File: config.mk
export PLATFORM = sky130hd
export DESIGN_NAME = dsp_counter_scanner_flat
export DESIGN_NICKNAME = d
export VERILOG_FILES = /design/src/rtl/dsp_counter_scanner_if.sv /design/src/rtl/dsp_counter_scanner.sv /design/src/flat_wrapper.sv
export SDC_FILE = /design/constraint.sdc
export NUM_CORES = 1
export LEC_CHECK = 0
export CAP_MARGIN = 30
export CORE_AREA = 2 2 92 94
export DETAILED_ROUTE_END_ITERATION = 10
export DIE_AREA = 0 0 94 96
export REMOVE_ABC_BUFFERS = 1
export SLEW_MARGIN = 20
export SYNTH_ARGS = -nofsm -noshare
export SYNTH_HDL_FRONTEND = slang
export SYNTH_SLANG_ARGS = --single-unit
File: constraint.sdc
create_clock -name clk -period 3 [get_ports clk]
set_input_delay 0.3 -clock clk [delete_from_list [all_inputs] [get_ports clk]]
set_output_delay 0.3 -clock clk [all_outputs]
set_load 0.03 [all_outputs]
File: src/rtl/dsp_counter_scanner_if.sv
// dsp_counter_scanner_if: valid/ready result port of the counter scanner.
// Carries scan_count/scan_chan/scan_valid/scan_done from the scanner and scan_ready back from the consumer.
interface dsp_counter_scanner_if #(parameter int CHW = 3);
  logic [24:0]    scan_count;
  logic [CHW-1:0] scan_chan;
  logic           scan_valid;
  logic           scan_ready;
  logic           scan_done;
  modport master (output scan_count, scan_chan, scan_valid, scan_done, input scan_ready);
  modport slave (input scan_count, scan_chan, scan_valid, scan_done, output scan_ready);
endinterface

File: src/rtl/dsp_counter_scanner.sv
// dsp_counter_scanner: round-robin scheduler sharing one acknowledge-mode timed counter across NCHAN inputs.
// Ports: clk, rst (sync, active high), enable, count_in_vec, interval_in/interval_wr (interval register),
// ctr_* (drive/readback of the shared counter), scan (result port: count, chan, valid, ready, done).
module dsp_counter_scanner #(
  parameter int          NCHAN            = 8,
  parameter int          CHW              = 3,
  parameter logic [23:0] INTERVAL_DEFAULT = 24'd1000
) (
  input  logic             clk,
  input  logic             rst,
  input  logic             enable,
  input  logic [NCHAN-1:0] count_in_vec,
  input  logic [23:0]      interval_in,
  input  logic             interval_wr,
  output logic             ctr_count_in,
  output logic [23:0]      ctr_interval_in,
  output logic             ctr_interval_load,
  output logic             ctr_rst,
  input  logic [24:0]      ctr_count_out,
  input  logic             ctr_count_valid,
  dsp_counter_scanner_if.master scan
);
  typedef enum logic [1:0] {IDLE, START, COUNT, HOLD} state_t;
  state_t         state, state_nxt;
  logic [CHW-1:0] chan, chan_nxt;
  logic [23:0]    interval_q;
  logic           pending, armed, capture, hs, last;
  always_comb begin
    hs = scan.scan_valid & scan.scan_ready & (state == HOLD);
    last = chan == CHW'(NCHAN - 1);
    // the counter's detect flag is stale until one cycle after rst/load, so skip the first COUNT cycle
    capture = (state == COUNT) & armed & ctr_count_valid;
    state_nxt = state == IDLE  ? (enable ? START : IDLE) :
                state == START ? COUNT :
                state == COUNT ? (capture ? HOLD : COUNT) :
                hs ? ((last & ~enable) ? IDLE : START) : HOLD;
    chan_nxt = hs ? (last ? '0 : chan + 1'b1) : chan;
    ctr_rst = (state == IDLE) | ((state == START) & ~pending);
    ctr_interval_load = (state == START) & pending;
    ctr_count_in = count_in_vec[chan] & (state == COUNT);
    ctr_interval_in = interval_q;
  end
  always_ff @(posedge clk) begin
    if (rst) begin
      state <= IDLE;
      chan <= '0;
      interval_q <= INTERVAL_DEFAULT;
      pending <= 1'b1;
      armed <= 1'b0;
      scan.scan_valid <= 1'b0;
      scan.scan_count <= '0;
      scan.scan_chan <= '0;
      scan.scan_done <= 1'b0;
    end else begin
      state <= state_nxt;
      chan <= chan_nxt;
      interval_q <= interval_wr ? interval_in : interval_q;
      // a write landing on a START cycle keeps pending so the next START reloads the new value
      pending <= interval_wr | (pending & (state != START));
      armed <= state == COUNT;
      scan.scan_count <= capture ? ctr_count_out : scan.scan_count;
      scan.scan_chan <= capture ? chan : scan.scan_chan;
      scan.scan_valid <= capture | (scan.scan_valid & ~hs);
      scan.scan_done <= hs & last;
    end
  end
endmodule

File: src/flat_wrapper.sv
// flat-port wrapper written by rule: the top's interface ports become plain ports
module dsp_counter_scanner_flat 
#(
  parameter int          NCHAN            = 8,
  parameter int          CHW              = 3,
  parameter logic [23:0] INTERVAL_DEFAULT = 24'd1000
)
  (clk, rst, enable, count_in_vec, interval_in, interval_wr, ctr_count_in, ctr_interval_in, ctr_interval_load, ctr_rst, ctr_count_out, ctr_count_valid, scan_scan_count, scan_scan_chan, scan_scan_valid, scan_scan_done, scan_scan_ready);
  dsp_counter_scanner_if #(.CHW(CHW)) scan_i ();
  input  logic clk;
  input  logic rst;
  input  logic enable;
  input  logic [NCHAN-1:0] count_in_vec;
  input  logic [23:0] interval_in;
  input  logic interval_wr;
  output logic ctr_count_in;
  output logic [23:0] ctr_interval_in;
  output logic ctr_interval_load;
  output logic ctr_rst;
  input  logic [24:0] ctr_count_out;
  input  logic ctr_count_valid;
  output wire logic [$bits(scan_i.scan_count)-1:0] scan_scan_count;
  output wire logic [$bits(scan_i.scan_chan)-1:0] scan_scan_chan;
  output wire logic [$bits(scan_i.scan_valid)-1:0] scan_scan_valid;
  output wire logic [$bits(scan_i.scan_done)-1:0] scan_scan_done;
  input wire logic [$bits(scan_i.scan_ready)-1:0] scan_scan_ready;
  assign scan_scan_count = scan_i.scan_count;
  assign scan_scan_chan = scan_i.scan_chan;
  assign scan_scan_valid = scan_i.scan_valid;
  assign scan_scan_done = scan_i.scan_done;
  assign scan_i.scan_ready = scan_scan_ready;
  dsp_counter_scanner #(.NCHAN(NCHAN), .CHW(CHW), .INTERVAL_DEFAULT(INTERVAL_DEFAULT)) u_core (.clk(clk), .rst(rst), .enable(enable), .count_in_vec(count_in_vec), .interval_in(interval_in), .interval_wr(interval_wr), .ctr_count_in(ctr_count_in), .ctr_interval_in(ctr_interval_in), .ctr_interval_load(ctr_interval_load), .ctr_rst(ctr_rst), .ctr_count_out(ctr_count_out), .ctr_count_valid(ctr_count_valid), .scan(scan_i));
endmodule
# Word level (Yosys, flattened, before mapping)
# Index checks and enable logic that the tools add are counted.
totals:
  mem_bits_ro: 0
  wordCells: 44
  output_inout_bits: 57
  ram_bits: 0
  in_bits: 63
  latchBits: 0
  regBits: 61
  mem_count: 0
classes:
  n_eq_ne: 5
  n_div: 0
  shifts: 0
  mul: 0
  n_reduce_logical: 1
  bitwise: 17
  muxes: 10
  n_addsub: 1
  magnitude_cmp: 1
op_table:
  columns: ["cell", "n"]
  rows:
  - ["AND 1 bit", 11]
  - ["two-way mux 2 bit", 4]
  - ["== test 2 bit, second input constant", 2]
  - ["less-than comparator 3 x 4 -> 1 bit, second input constant", 1]
  - ["two-way mux 1 bit", 4]
  - ["adder 3 x 1 -> 3 bit, second input constant", 1]
  - ["binary-select mux 1 bit (select 3 bit)", 1]
  - ["== test 3 bit, second input constant", 1]
  - ["two-way mux 3 bit", 1]
  - ["inverter 1 bit", 3]
  - ["OR 1 bit", 3]
  - ["== test 2 x 1 -> 1 bit, second input constant", 1]
  - ["logical NOT 2 bit", 1]
  - ["inequality test 2 x 1 -> 1 bit, second input constant", 1]

# Longest topological paths before layout
# Gate-level depths: netlist (run 1).
logic_depth:
  ltp_word: 7
  ltp_mapped: 5
  ltp_nobuf: 5

# Least setup slack after synthesis (run 1)
# No wires, ideal clock.
synth_path:
  path_type: "register -> output"
  startpoint: "register u_core.chan[0]"
  endpoint: "output ctr_count_in"
  setup_slack_ns: 1.425
  required_ns: 2.700
  n_path_buf: 1
  arrival_ns: 1.275
  path_stages_with_launch: 4
  path_cell_list: "dfxtp_1 buf_6 mux4_2 o2111a_1"
synth_between:
  elab_chain_cells: 3
synth_rtl:
  columns: ["element", "line", "text"]
  rows:
  - ["from (decl)", "dsp_counter_scanner.sv:25", "logic [CHW-1:0] chan, chan_nxt;"]
  - ["from (signal assigned)", "dsp_counter_scanner.sv:56", "chan <= chan_nxt;"]
  - ["binary-select mux 1 bit (select 3 bit)", "dsp_counter_scanner.sv:40", "ctr_count_in = count_in_vec[chan] & (state == COUNT);"]
  - ["two-way mux 1 bit (implied by the code)", "dsp_counter_scanner.sv:40", null]
  - ["AND 1 bit", "dsp_counter_scanner.sv:40", null]
  - ["to (decl)", "flat_wrapper.sv:16", "output logic ctr_count_in;"]
# Every way passes these cells. The select of a mux whose other input is x is not followed.

# Worst setup path after layout (run 1)
# Ends and elaborated chain as after synthesis.

==> metrics, run 1 <==
Max VDD drop=0.313 mV; Fmax=approximately 400 MHz; chip height=~96 um; total grt overflow=0; post-synth cell types=26; vias per cell=between 4 and 5; yosys warns=0; synth top area cells=dfxtp_1 (53%), nand2_1 (9.7%), mux2i_1 (9.2%), a21oi_1 (7.4%), nor2_1 (3.6%); # IOs=120; crit path capture=ctr_count_in; Seq cells post-synth=about 60; Worst Skew=0.00486 ns; setup TNS=0 ns; Hold WS=0.419 ns; slowest stage delay, CP=around 0.59 ns; CP startpoint=u_core.chan[0]; cts bufs inserted=9; Placer Congestion=between 0.6 and 0.7; count of pins over their slew limit=0; Max-Cap Viols=0; Starting Density=0.284; top cell type's share of synthesized area=0.533; area of the multi-input gates=roughly 960 um^2; reg2reg start=u_core.state[1]; Worst Path Required=between 2 and 3 ns; Adder-Cell Fraction of Synth Area=0.0109; critical path type=register to primary output; Post-CTS Resized=0; CTS clk-pin slew, worst paths=roughly 0.070 ns; setup slack, reg-to-reg=1.30 ns; commonest non-fill, non-tap cells in the layout=clkdlybuf4s50_1 (118), dfxtp_1 (61), nand2_1 (59), a21oi_1 (34), nor2_1 (22); CP top delay family=buffers and inverters; antenna-violating nets left=0; post-synthesis sequential area ratio=0.533; Avg Cell Area, Syn=roughly 9.3 um^2; simple logic cell fraction of the synthesized area=0.201; initial drt markers=a little under 70; post-synthesis xor/xnor area fraction=0; Synth Instances=around 250; port bufs=roughly 120; Worst-Margin Slew=a little under 0.8 ns; critical path arrival=between 2 and 2.5 ns; NumNets Final=between 400 and 500; EDFF count, synth=0; async set-reset flop share out of synthesis=0; antenna violations before repair=0; crit-path cells=mux4_2 -> o2111a_1 -> clkdlybuf4s50_1; worst-path cell with the longest stage delay=clkdlybuf4s50_1; die width=~94 um; Reg area=between 0.001 and 0.0015 mm^2; critical path depth=3; vias in the first global route=around 2100; Worst Setup Start Kind=register; CTS tree=built; Max Root-Sink Buffers=2; Synth Flop Type=dfxtp_1; drt wl/cell=12.5 um; number of diodes=0; largest net degree at the start of global routing=37; # Post-CTS Setup Buffers=0; CP Max Fanout=7; post-synthesis mux area share=0.102; WP buf/inv=1; DP HPWL=~4100 um; complex-gate fraction of the synthesized area=0.106; pwr dens=473 mW/mm^2; # fillers=around 790; CTS Sinks=around 60; core area=just over 0.008 mm^2; Setup-failing EPs final=0; Tcrit/Tclk final=0.825; worst-skew pair later-pin latency=around 0.32 ns; routed wire length=5880 um; CTS HTree Levels=3; Tot GR Track Use=0.134; CTS Root Cell=clkbuf_8; Via Count=a little over 2000; first-pass GRT wire length=between 9000 and 10000 um; commonest non-fill, non-tap cell in the layout=clkdlybuf4s50_1; die area=around 0.009 mm^2; drt pass-1 iters=4; outcome=finished clean; final hold violations=0; area delta synth->final=62.3%; largest family of logic cells by synthesized area=simple AND/OR/NAND/NOR gates; layout cells sized above 1=0.0546; fin crit period=2.48 ns; Pleak=approximately 1.4 nW; worst min path class=primary input to register; reg2reg path depth=3; Worst slew margin=0.477; reg2reg end=u_core.scan.scan_count[18]; Rows=33; RSZ-0062 raised after global routing=false; crit end category=primary output; Mapped Area=~0.0023 mm^2; drc violations=0; hold_buf cts=0; top cell type by total area after synthesis=dfxtp_1
==> Yosys cell counts (all sizes together) (2+ instances only) <==
| cell type | n |
|---|---|
| nand4b | 2 |
| nand2 | 59 |
| clkbuf | 7 |
| a21oi | 34 |
| buf | 11 |
| mux2i | 21 |
| nand3 | 2 |
| nor2b | 8 |
| a211o | 7 |
| ha | 2 |
| dfxtp | 61 |
| nor2 | 22 |
==> how the worst min path moves through the flow <==
stage | startpoint | to | slack (ns) | cells past startpoint
after floorplan | rst | u_core.chan[0] | 0.37 | 1
after global placement | u_core.scan.scan_count[2] | u_core.scan.scan_count[2] | 0.44 | 2
after detailed placement | u_core.scan.scan_count[6] | u_core.scan.scan_count[6] | 0.45 | 2
after CTS | rst | u_core.ctr_interval_in[12] | 0.41 | 2
after global routing | rst | u_core.ctr_interval_in[18] | 0.44 | 2
final | rst | u_core.ctr_interval_in[12] | 0.42 | 2
==> metal layers <==
| metal | up-vias | wire length, um | global-route usage |
|---|---|---|---|
| met3 | 7 | 675 | 0.0767 |
| li1 | 1052 | - | - |
| met4 | 0 | 57 | 0.0326 |
| met5 | - | 0 | 0 |
| met1 | 924 | 2580 | 0.151 |
| met2 | 90 | 2570 | 0.220 |
==> sequential cells by signal, indices dropped and copies added, names as in the netlist <==
register	flops
u_core.scan.scan_valid	1
u_core.pending	1
u_core.scan.scan_count	25
u_core.state	2
u_core.armed	1
u_core.scan.scan_done	1
u_core.ctr_interval_in	24
u_core.chan	3
u_core.scan.scan_chan	3
==> cells by family after synthesis <==
family / after synthesis
AO/OA/AOI/OAI: 42
adder cells (fa/ha/maj): 2
buffers and inverters: 19
flip-flops: 61
multiplexers: 22
AND/OR/NAND/NOR: 101
==> report_power, final <==
group / internal (mW) / switching (mW) / leakage, nW
Combinational: 0.141 / 0.111 / 0.807
Clock: 0.362 / 0.291 / 0.0926
Sequential: 0.835 / 0.0173 / 0.497
Total: 1.34 / 0.420 / 1.40
==> final cells by class <==
class	instances	area share
Sequential cell	61	0.329
Timing Repair Buffer	122	0.329
Multi-Input combinational cell	167	0.259
Clock buffer	14	0.0465
Tap cell	105	0.0354
Clock inverter	1	0.00135
Inverter	1	0.00101
==> metrics by stage <==
| step | area (um^2) | power, mW | utilization | setup WS, ns | instances |
|---|---|---|---|---|---|
| final | 3720 | 1.76 | 0.462 | 0.524 | 471 |
| after global routing | 3720 | 1.85 | 0.462 | 0.427 | 471 |
| after CTS | 3720 | 1.79 | 0.462 | 0.485 | 471 |
| after global placement | 3520 | 1.12 | 0.437 | 0.726 | 455 |
| after floorplan | 2190 | 0.959 | - | 1.39 | 229 |
| after detailed placement | 3540 | 1.12 | 0.439 | 0.724 | 456 |
Power figures use the tool's default switching activity.
==> inputs of run 2 (changes only) <==
clock period = 2 ns   (was 3 ns; I/O delays follow)
==> run 2 against run 1 <==
  * Utilization increased by 0.98 points
  * Combinational power grew 54%
  * Die area stayed put
  * Largest power group unchanged
==> metrics, run 2 (synthesized netlist as in run 1, its figures left out) <==
outcome=finished clean; crit end category=primary output; die width=roughly 94 um; # IOs=120; first-pass GRT wire length=roughly 9000 um; count of pins over their slew limit=0; final hold violations=0; Starting Density=0.284; port bufs=119; worst-path cell with the longest stage delay=clkdlybuf4s50_1; vias per cell=roughly 4.4; chip height=about 96 um; core area=approximately 0.008 mm^2; CTS Sinks=between 60 and 70; CTS tree=built; routed wire length=~5800 um; drt pass-1 iters=4; Via Count=between 2000 and 2500; vias in the first global route=around 2000; critical path arrival=1.64 ns; commonest non-fill, non-tap cell in the layout=clkdlybuf4s50_1; Setup-failing EPs final=0; Max Root-Sink Buffers=2; WP buf/inv=2; NumNets Final=between 400 and 500; Worst Path Required=1.80 ns; Post-CTS Resized=1; critical path type=register to primary output; crit-path cells=buf_4 -> a21oi_1 -> clkdlybuf4s50_1; CTS Root Cell=clkbuf_8; worst min path class=primary input to register; antenna violations before repair=0; CP Max Fanout=8; CP top delay family=buffers and inverters; drt wl/cell=approximately 12 um; worst-skew pair later-pin latency=approximately 0.32 ns; final total power=about 2.8 mW; fin crit period=around 1.8 ns; max reg flops=25; number of diodes=0; DP HPWL=between 4000 and 5000 um; # fillers=slightly below 800; RSZ-0062 raised after global routing=false; Pleak=1.45 nW; Fmax=545 MHz; CTS clk-pin slew, worst paths=0.07 ns; Worst Skew=approximately 0.0057 ns; pwr dens=about 740 mW/mm^2; drc violations=0; setup TNS=0 ns; Placer Congestion=between 0.6 and 0.7; die area=between 0.009 and 0.01 mm^2; CTS HTree Levels=3; antenna-violating nets left=0; cts bufs inserted=9; slowest stage delay, CP=~0.73 ns; Worst-Margin Slew=~0.63 ns; Tcrit/Tclk final=0.918; # Post-CTS Setup Buffers=0; Worst slew margin=0.583; initial drt markers=slightly below 50; layout cells sized above 1=0.0703; Max-Cap Viols=0; Max VDD drop=around 0.57 mV; area delta synth->final=65.7%; commonest non-fill, non-tap cells in the layout=clkdlybuf4s50_1 (116), dfxtp_1 (61), nand2_1 (59), a21oi_1 (34), nor2_1 (22); hold_buf cts=0; Tot GR Track Use=0.130; total grt overflow=0; Biggest register=u_core.scan.scan_count; largest net degree at the start of global routing=34; Rows=33; Worst Setup Start Kind=register
[run 2: path summary, 6_finish.rpt]
path	start	endpoint	slack, ns	cells past startpoint
worst min register to register	u_core.scan.scan_count[3]	u_core.scan.scan_count[3]	0.45	2
worst max register to register	u_core.chan[0]	u_core.chan[1]	0.55	5
worst min-delay path	rst	u_core.ctr_interval_in[10]	0.37	2
worst max-delay path	u_core.state[1]	ctr_rst	0.16	3
[run 2: layout make-up]
type / instances / area, um^2 / area share
Clock buffer: 13 / 169 / 0.0445
Clock inverter: 3 / 42.5 / 0.0112
Inverter: 1 / 3.75 / 0.000989
Multi-Input combinational cell: 167 / 961 / 0.253
Sequential cell: 61 / 1220 / 0.322
Tap cell: 105 / 131 / 0.0346
Timing Repair Buffer: 125 / 1270 / 0.334
[run 2: per-stage QoR]
stage | utilization | worst slack [ns] | cell area (um^2) | cells | hold WS, ns
3_5_place_dp | 0.445 | -0.0841 | 3590 | 459 | 0.447
3_3_place_gp | 0.445 | -0.0768 | 3590 | 459 | 0.441
5_1_grt | 0.471 | 0.0621 | 3790 | 475 | 0.406
2_1_floorplan | - | 0.494 | 2190 | 229 | 0.269
6_report | 0.471 | 0.164 | 3790 | 475 | 0.369
4_1_cts | 0.471 | 0.0207 | 3800 | 475 | 0.368
[run 2: metal layers]
metal / GRT usage / wire (um) / vias to the layer above
met5: 0 / 0 / -
met4: 0.0326 / 42 / 0
met3: 0.0697 / 677 / 6
met2: 0.205 / 2510 / 89
met1: 0.155 / 2570 / 918
li1: - / - / 1058
[run 2: report_power, final]
part | internal, mW | total, mW | switching [mW] | leakage, nW
Combinational | 0.216 | 0.388 | 0.172 | 0.846
Clock | 0.676 | 1.13 | 0.458 | 0.106
Sequential | 1.25 | 1.27 | 0.0214 | 0.497
Total | 2.14 | 2.80 | 0.652 | 1.45
==> inputs of run 3 (changes only) <==
GPL_TIMING_DRIVEN = 0   (was default)
==> run 3 against run 2 <==
  * Global-route usage decreased by 0.11 points
  * Sequential share of layout area increased by 0.72 points
  * Register-to-register slack got worse by 0.30 ns
  * Critical path depth unchanged
  * Worst hold slack got worse by 0.066 ns
  * Sequential cell count unchanged
  * Wire length increased by 0.16%
  * Combinational power decreased by 2%
  * Non-clock buffer count decreased by 3
  * Utilization decreased by 0.89 points
  * Clock power decreased by 20%
  * Largest cell class unchanged
==> metrics, run 3 (synthesized netlist as in run 1, its figures left out) <==
Hold WS=between 0.3 and 0.4 ns; final hold violations=0; RSZ-0062 raised after global routing=false; Tcrit/Tclk final=0.965; CTS tree=built; antenna violations before repair=0; Final Util=0.462; critical path type=register to primary output; worst-path cell with the longest stage delay=mux4_2; sequential power share=0.498; CTS Sinks=61; Via Count=roughly 2100; # Post-CTS Setup Buffers=0; worst-skew pair later-pin latency=around 0.32 ns; NumNets Final=approximately 430; CTS clk-pin slew, worst paths=around 0.060 ns; Fmax=between 500 and 600 MHz; max reg flops=25; die width=approximately 94 um; drc violations=0; # IOs=120; crit-path cells=mux4_2 -> o2111a_1 -> clkdlybuf4s15_2; first-pass GRT wire length=~9100 um; CP Max Fanout=7; outcome=finished clean; Int Power=1.94 mW; Max Root-Sink Buffers=2; crit end category=primary output; total grt overflow=0; Tot GR Track Use=0.129; # fillers=around 820; die area=about 0.0090 mm^2; Worst Path Required=about 1.8 ns; vias in the first global route=about 2000; commonest non-fill, non-tap cell in the layout=clkdlybuf4s50_1; area delta synth->final=62.6%; fin crit period=1.93 ns; Worst slew margin=0.502; chip height=about 96 um; area of the multi-input gates=around 960 um^2; count of pins over their slew limit=0; Rows=33; antenna-violating nets left=0; Biggest register=u_core.scan.scan_count; pwr dens=689 mW/mm^2; Placer Congestion=roughly 0.74; initial drt markers=42; Max VDD drop=about 0.37 mV; core area=between 0.008 and 0.009 mm^2; cts bufs inserted=9; Worst Skew=around 0.0048 ns; largest net degree at the start of global routing=40; Max-Cap Viols=0; CTS HTree Levels=3; number of diodes=0; switching share of total power=0.244; CTS Root Cell=clkbuf_8; drt pass-1 iters=4; worst min path class=primary input to register; Worst Setup Start Kind=register; Pleak=~1.4 nW; drt wl/cell=12.3 um; port bufs=around 120; vias per cell=between 4 and 5; Reg area=roughly 0.0012 mm^2; slowest stage delay, CP=0.50 ns; DP HPWL=approximately 4100 um; Starting Density=0.284; layout cells sized above 1=0.0601; routed wire length=~5800 um; Clock power frac=0.354; combinational fraction of design power=0.149; critical path arrival=about 1.7 ns; Setup-failing EPs final=0; commonest non-fill, non-tap cells in the layout=clkdlybuf4s50_1 (115), dfxtp_1 (60), nand2_1 (59), a21oi_1 (34), nor2_1 (22); Psw=around 630 uW; Worst-Margin Slew=0.744 ns
## run 3: power by group through the flow
stage	Clock [mW]	Sequential (mW)	Combinational, mW
after floorplan	0	1.36	0.0744
after global placement	0	1.30	0.377
after detailed placement	0	1.30	0.385
after CTS	0.964	1.28	0.387
after global routing	0.999	1.28	0.408
final	0.906	1.28	0.382
## run 3: path summary, 6_finish.rpt
kind         cells past startpoint                          to  slack, ns                       from
max reg2reg                      4   u_core.scan.scan_count[9]       0.25            u_core.state[1]
min                              2  u_core.ctr_interval_in[10]       0.30                        rst
max                              3                ctr_count_in       0.07             u_core.chan[0]
min reg2reg                      2   u_core.scan.scan_count[8]       0.45  u_core.scan.scan_count[8]
## run 3: layout make-up
class / count / area share
clock buffers: 13 / 0.0400
repair buffers: 122 / 0.334
well taps: 105 / 0.0353
multi-input cells: 167 / 0.258
clock inverters: 2 / 0.00269
flip-flops and latches: 61 / 0.329
inverters: 1 / 0.00101
## run 3: routing by layer
layer  track usage  share of wire
met5             0              0
met4        0.0543          0.018
met3        0.0572           0.10
met2         0.202           0.44
met1         0.153           0.44
## run 3: repair_timing
action	CTS	global route
setup endpoints to repair	1	1
hold buffers	0	0
gates resized for setup	5	1
## run 3: through the flow
stage	TNS (ns)	area (um^2)	cells	setup slack, ns	power (mW)
global route	0	3720	471	0.0159	2.69
CTS	0	3720	471	0.0274	2.63
floorplan	0	2190	229	0.494	1.44
detailed placement	-0.0907	3560	456	-0.0907	1.69
finish	0	3720	471	0.0700	2.56
global placement	-34.70	3510	453	-0.691	1.68
## run 3: worst max-delay path, delay by kind of cell, from the launching register on
kind / cells / cell delay, ns
multiplexers: 1 / 0.50
flip-flops: 1 / 0.39
buffers and inverters: 1 / 0.28
AO/OA/AOI/OAI: 1 / 0.24
